==> src/rtl/jk_drive_seq.sv <==
// Command-driven j/k sequencer for a bank of master-slave JK flops, with shadow state tracking.
// Define JK_SEQ_CHECK_EN to add the q_fb input and sticky mismatch output.
module jk_drive_seq #(
    parameter int WIDTH = 4,
    parameter int CNT_W = 8
) (
    input  logic             clk,
    input  logic             rst,
    input  logic             cmd_valid,
    output logic             cmd_ready,
    input  logic [1:0]       cmd_op,
    input  logic [WIDTH-1:0] cmd_mask,
    input  logic [CNT_W-1:0] cmd_len,
    output logic [WIDTH-1:0] j,
    output logic [WIDTH-1:0] k,
    output logic             busy,
    output logic             done,
    output logic [WIDTH-1:0] shadow,
    output logic [WIDTH-1:0] shadow_known
`ifdef JK_SEQ_CHECK_EN
    ,
    input  logic [WIDTH-1:0] q_fb,
    output logic             mismatch
`endif
);

    typedef enum logic [1:0] {
        IDLE,
        APPLY,
        GAP
    } state_t;

    state_t           state_q, state_d;
    logic [1:0]       op_q, op_d;
    logic [WIDTH-1:0] mask_q, mask_d;
    logic [CNT_W-1:0] cnt_q, cnt_d;
    logic [WIDTH-1:0] j_d, k_d;
    logic [WIDTH-1:0] sh_d, kn_d;
    logic             busy_d, done_d;

    assign cmd_ready = (state_q == IDLE);

    always_comb begin
        state_d = state_q;
        op_d    = op_q;
        mask_d  = mask_q;
        cnt_d   = cnt_q;
        sh_d    = shadow;
        kn_d    = shadow_known;
        j_d     = '0;
        k_d     = '0;
        done_d  = 1'b0;
        unique case (state_q)
            IDLE: begin
                if (cmd_valid) begin
                    state_d = APPLY;
                    op_d    = cmd_op;
                    mask_d  = cmd_mask;
                    cnt_d   = (cmd_len == '0) ? CNT_W'(1) : cmd_len;
                    j_d     = {WIDTH{cmd_op[1]}} & cmd_mask;
                    k_d     = {WIDTH{cmd_op[0]}} & cmd_mask;
                end
            end
            APPLY: begin
                cnt_d = cnt_q - CNT_W'(1);
                // Each APPLY edge is one clock seen by the downstream flops.
                unique case (op_q)
                    2'b01: begin
                        sh_d = shadow & ~mask_q;
                        kn_d = shadow_known | mask_q;
                    end
                    2'b10: begin
                        sh_d = shadow | mask_q;
                        kn_d = shadow_known | mask_q;
                    end
                    2'b11: sh_d = shadow ^ mask_q;
                    default: ;
                endcase
                if (cnt_q == CNT_W'(1)) begin
                    state_d = GAP;
                    done_d  = 1'b1;
                end else begin
                    j_d = {WIDTH{op_q[1]}} & mask_q;
                    k_d = {WIDTH{op_q[0]}} & mask_q;
                end
            end
            GAP: state_d = IDLE;
            default: state_d = IDLE;
        endcase
        busy_d = (state_d != IDLE);
    end

    always_ff @(posedge clk) begin
        if (rst) begin
            state_q      <= IDLE;
            op_q         <= '0;
            mask_q       <= '0;
            cnt_q        <= '0;
            j            <= '0;
            k            <= '0;
            busy         <= 1'b0;
            done         <= 1'b0;
            shadow       <= '0;
            shadow_known <= '0;
        end else begin
            state_q      <= state_d;
            op_q         <= op_d;
            mask_q       <= mask_d;
            cnt_q        <= cnt_d;
            j            <= j_d;
            k            <= k_d;
            busy         <= busy_d;
            done         <= done_d;
            shadow       <= sh_d;
            shadow_known <= kn_d;
        end
    end

`ifdef JK_SEQ_CHECK_EN
    logic fault;

    assign fault = (state_q == GAP) &&
                   (|((q_fb ^ shadow) & shadow_known));

    always_ff @(posedge clk) begin
        if (rst) begin
            mismatch <= 1'b0;
        end else if (fault) begin
            mismatch <= 1'b1;
        end
    end
`endif

endmodule

==> config.mk <==
export PLATFORM = sky130hd
export DESIGN_NAME = jk_drive_seq
export DESIGN_NICKNAME = d
export VERILOG_FILES = /design/src/rtl/jk_drive_seq.sv
export SDC_FILE = /design/constraint.sdc
export NUM_CORES = 1
export LEC_CHECK = 0
export BUFFER_PORTS_ARGS = -buffer_cell sky130_fd_sc_hd__buf_2
export CAP_MARGIN = 10
export CORE_ASPECT_RATIO = 1.1
export CORE_UTILIZATION = 30
export DETAILED_ROUTE_END_ITERATION = 16
export PLACE_DENSITY = 0.55
export SETUP_SLACK_MARGIN = 0.05
export SLEW_MARGIN = 15
export SYNTH_ARGS = -nofsm -noshare
export SYNTH_HDL_FRONTEND = slang
export SYNTH_SLANG_ARGS = --single-unit
==> constraint.sdc <==
create_clock -name clk -period 2.1 [get_ports clk]
set_input_delay 0.525 -clock clk [delete_from_list [all_inputs] [get_ports clk]]
set_output_delay 0.525 -clock clk [all_outputs]
set_load 0.01 [all_outputs]
Word level (Yosys, flattened, before mapping)
Index checks and enable logic that the tools add are counted.

Register bits: 34. Input bits: 17. Logic and storage cells: 52.

Add/subtract/negate cells: 1. Equality and inequality tests: 6. Muxes and demuxes: 14. Bitwise operators: 10. Reduce and logical (&&, ||, !) cells: 11.

Operator list (count): AND 4 bit (5); 2-to-1 mux 4 bit (4); 2-to-1 mux 8 bit (2); case mux 4 bit (2 select lines) (2); case mux 8 bit (2 select lines) (1); case mux 4 bit (3 select lines) (1); == test 8 x 1 -> 1 bit, second input constant (1); logical NOT 8 bit (1); bitwise OR 4 bit (2); AND reduction 2 bit (4); subtractor 8 x 1 -> 8 bit, second input constant (1); == test 2 x 1 -> 1 bit, second input constant (2); == test 2 bit, second input constant (2); 2-to-1 mux 2 bit (2); inverter 4 bit (1); case mux 2 bit (2 select lines) (1); nonzero test 2 bit (2); OR reduction 2 bit (2); bitwise XOR 4 bit (1); nonzero test 3 bit (1); logical NOT 2 bit (1); inequality test 2 bit, second input constant (1); 2-to-1 mux 1 bit (1); inverter 1 bit (1).

Depth between registers and ports, before layout
Depth in word-level cells: 4. Mapped depth: 6. Gate-level depth less buffers: 5.

Worst setup path before layout
No wires, ideal clock.

Path kind: input port to flip-flop. From: in cmd_valid. To: reg cnt_q[0]. Library setup time: 0.131 ns. Arrival time: 1.397 ns. Slack: 0.572 ns. Stages on the path: 4. Buffers on the path: 1. Path through: or3b_2 -> clkbuf_1 -> a211oi_1 -> nor3_1.

Longest elaborated chain between the ends: 2.

RTL lines: start: declaration (line 9) `input logic cmd_valid,`; inequality test 2 bit (no line); AND reduction 2 bit (no line); end signal: assignment (line 109) `cnt_q <= cnt_d;`; end: declaration (line 36) `logic [CNT_W-1:0] cnt_q, cnt_d;`.

Every way passes these cells. A chain may end at the register's enable or synchronous reset.

Final worst setup path
From: reg state_q[0]. To: out cmd_ready.

Longest elaborated chain between the ends: 1.

RTL lines: start: declaration (line 33) `state_t state_q, state_d;`; start signal: assignment (line 106) `state_q <= state_d;`; logical NOT 2 bit (line 41) `assign cmd_ready = (state_q == IDLE);`; end: declaration (line 10) `output logic cmd_ready,`.

Every way passes these cells.

==> flow_metrics.env <==
export IMPL_outcome="completed"
export IMPL_slew_hr_pct=69.7
export IMPL_powerDensity_nw_per_um2=731
export IMPL_worst_setup_path_start_kind="flop"
export IMPL_synth_compound_area_share_pct=23.5
export IMPL_dominant_synthesized_flop_cell="sky130_fd_sc_hd__dfxtp_1"
export IMPL_routed_wl_microns=4000
export IMPL_crit_path_cell_trace="nor2_1 > buf_2"
export IMPL_setup_worst_path_class="reg -> out"
export IMPL_timing_critical_path_required_ns=1.57
export IMPL_starting_density_of_the_core_pct=31.4
export IMPL_cts_inserted_buffers=5
export IMPL_portBuffers=35
export IMPL_synth_fa_ha_area_share_pct=9.61
export IMPL_place_congestion=0.794
export IMPL_remaining_drc_errors=0
export IMPL_first_pass_grt_wire_length_microns=6720
export IMPL_cts_clk_slew_worst_paths_ns=0.07
export IMPL_power_switching_w=0.000437
export IMPL_cts_htree_levels=2
export IMPL_die_area_sq_um=5950
export IMPL_endpoint_kind="output pin"
export IMPL_share_of_the_synthesized_area_in_the_top_cell_type_pct=40.2
export IMPL_detailedPlacementHpwl_microns=2970
export IMPL_synth_seq_cells=34
export IMPL_design_final_nets=260
export IMPL_synth_xor_area_share_pct=0
export IMPL_grt_setup_unrepaired="no"
export IMPL_core_area_sq_um=5400
export IMPL_path_max_fanout=15
export IMPL_clkPwrFrac_pct=33.8
export IMPL_main_combinational_cell_family_by_area_after_synthesis="compound AO/OA/AOI/OAI gates"
export IMPL_maximum_number_of_pins_on_one_net_before_global_route_repair=21
export IMPL_synth_most_common_cell="sky130_fd_sc_hd__dfxtp_1"
export IMPL_netlist_top_cells_count="34 x sky130_fd_sc_hd__dfxtp_1, 20 x sky130_fd_sc_hd__a21oi_1, 14 x sky130_fd_sc_hd__inv_1"
export IMPL_clock_tree_from_tritoncts="yes"
export IMPL_synth_simple_area_share_pct=19.7
export IMPL_finalPower_w=0.00149
export IMPL_crit_slowest_cell="sky130_fd_sc_hd__dfxtp_1"
export IMPL_power_share_of_the_combinational_group_pct=17.4
export IMPL_grt_ovfl_total=0
export IMPL_ctsRootBufferMaster="sky130_fd_sc_hd__clkbuf_8"
export IMPL_route_vias_total=1557
export IMPL_synth_top_cells_by_area="sky130_fd_sc_hd__dfxtp_1 40%, sky130_fd_sc_hd__ha_1 9.6%, sky130_fd_sc_hd__a21oi_1 5.9%, sky130_fd_sc_hd__o2111ai_1 5.2%, sky130_fd_sc_hd__inv_1 3.1%"
export IMPL_final_setup_tns_ns=0
export IMPL_global_route_usage_total_pct=15.0
export IMPL_seq_power_share_pct=48.8
export IMPL_antenna_found_initial=0
export IMPL_worst_ep_arrival_time_ns=1.13
export IMPL_number_of_drc_markers_after_the_initial_detailed_route_iteration=67
export IMPL_post_cts_buffers=0
export IMPL_crit_buf_inv=1
export IMPL_finalHoldViolations=0
export IMPL_multiInputGateArea_sq_um=915
export IMPL_final_max_slew_viol_count=0
export IMPL_antenna_left=0
export IMPL_sequential_cell_area_sq_um=681
export IMPL_final_period_utilization_pct=78.7
export IMPL_insertion_delay_ns=0.29
export IMPL_cts_resized=0
export IMPL_synthToLayoutAreaGrowth_pct=20.8
export IMPL_fillCellCount=600
export IMPL_avgViaCountPerCell=5.09
export IMPL_routedWlPerCell_microns=13.1
export IMPL_dr_pass1_iters=4
export IMPL_first_global_vias=1424
export IMPL_cpLargestDelayFamily="flip-flops"
export IMPL_most_area_hungry_cell_type_in_the_yosys_netlist="sky130_fd_sc_hd__dfxtp_1"
export IMPL_synthesis_instances=194
export IMPL_fp_dieW_microns=73.6
export IMPL_worst_slew_pin_slew_ns=0.454
export IMPL_num_rows=28
export IMPL_post_synthesis_cell_type_count=38
export IMPL_synthMuxAreaShare_pct=1.18
export IMPL_fp_dieH_microns=80.8
export IMPL_hold_class="reg -> reg"
export IMPL_max_cap_violations=0
export IMPL_internal_power_w=0.00106
export IMPL_asyncSetResetFlopFracSynth_pct=0
export IMPL_slowest_delay_ns=0.60
export IMPL_power_ir_vdd_worst_mv=0.278
export IMPL_drive_gt1_share_pct=23.4
export IMPL_mappedNetlistNets=224
export IMPL_period_needed_ns=1.65
export IMPL_finClkSkew_ns=0.00633
export IMPL_num_antenna_cells=0
export IMPL_clock_sinks=34
export IMPL_clock_path_buffers=2
export IMPL_post_synth_cell_area_avg_sq_um=8.73
export IMPL_netSwitchingFraction_pct=29.2
export IMPL_ys_warn_count=0
export IMPL_static_leakage_power_nw=0.831
export IMPL_max_clock_freq_mhz=605
export IMPL_number_of_flops_mapped_to_enable_cells_by_yosys=0
export IMPL_mappedNetlistArea_sq_um=1690
export IMPL_seq_area_frac_synth_pct=40.2
export IMPL_design_portCount=36
export IMPL_cts_hold_buffers_added=0
export IMPL_setup_viol=0
[flip-flops by register name, summed over array words and instances (netlist names)]
register	count
shadow	4
j	4
done	1
shadow_known	4
state_q	2
op_q	2
mask_q	4
k	4
busy	1
cnt_q	8
[power by group through the flow]
stage	combinational, W	sequential (W)	clock (W)
CTS	0.000261	0.000729	0.000520
finish	0.000260	0.000729	0.000505
floorplan	0.000176	0.000732	0
global placement	0.000260	0.000744	0
global route	0.000295	0.000736	0.000547
detailed placement	0.000261	0.000743	0
[kinds of logic (layout without fill, tap and decap cells)]
| logic type | after synthesis | count (layout) |
|---|---|---|
| fa+ha+maj | 13 | 13 |
| buf+inv | 25 | 62 |
| flops | 34 | 34 |
| simple gates | 61 | 61 |
| compound gates | 59 | 59 |
| mux | 2 | 2 |
[layout make-up]
cell class,count,area share [%]
inverter,14,2.57
tap,75,4.59
clock buffer,7,4.22
timing repair buffer,40,10.4
multi-input combinational,135,44.7
clock inverter,1,0.245
sequential,34,33.3
[stage by stage]
step | util (%) | cell area (sq um) | std cells | hold slack (ns) | setup slack (ns)
6_report | 37.9 | 2050 | 306 | 0.467 | 0.446
4_1_cts | 37.9 | 2050 | 306 | 0.475 | 0.430
5_1_grt | 37.9 | 2050 | 306 | 0.496 | 0.340
3_5_place_dp | 36.2 | 1950 | 298 | 0.459 | 0.418
3_3_place_gp | 36.2 | 1950 | 298 | 0.455 | 0.460
2_1_floorplan | - | 1690 | 194 | 0.475 | 0.572
[metal layers]
metal  vias to the layer above  GRT usage [%]  wire length (microns)
met4                         0           6.92                     75
li1                        791              -                      -
met2                        36           23.9                   1830
met5                         -              0                      0
met3                         7           3.97                    189
met1                       723           18.7                   1900
[cell usage in the layout, fill, tap and decap left out, drive strengths merged, types with 4 or more instances in the layout]
master / netlist / routed
nor2: 11 / 11
o21ai: 5 / 5
a221oi: 4 / 4
a31oi: 6 / 6
buf: 6 / 40
inv: 14 / 14
dfxtp: 34 / 34
nand2: 13 / 13
ha: 13 / 13
nand3: 9 / 9
a21oi: 20 / 20
clkbuf: 5 / 7
o2111ai: 10 / 10
nor2b: 5 / 5
[worst paths after layout]
| check | depth (start not counted) | slack (ns) | to | start |
|---|---|---|---|---|
| setup / recovery | 2 | 0.45 | cmd_ready | state_q[0]$_SDFF_PP0_ |
| hold / removal | 2 | 0.47 | shadow_known[2]$_SDFFE_PP0P_ | shadow_known[2]$_SDFFE_PP0P_ |
| setup reg to reg | 3 | 0.52 | cnt_q[7]$_SDFFE_PP0P_ | cnt_q[3]$_SDFFE_PP0P_ |
| hold reg to reg | 2 | 0.47 | shadow_known[2]$_SDFFE_PP0P_ | shadow_known[2]$_SDFFE_PP0P_ |
[worst register-to-register path, stage by stage, from the launching register on]
cell and delay, ns:
sky130_fd_sc_hd__dfxtp_1 0.36, sky130_fd_sc_hd__or4_1 0.55, sky130_fd_sc_hd__or4b_1 0.51, sky130_fd_sc_hd__o211ai_1 0.09
Note: power is estimated with default switching activity, not from simulation.
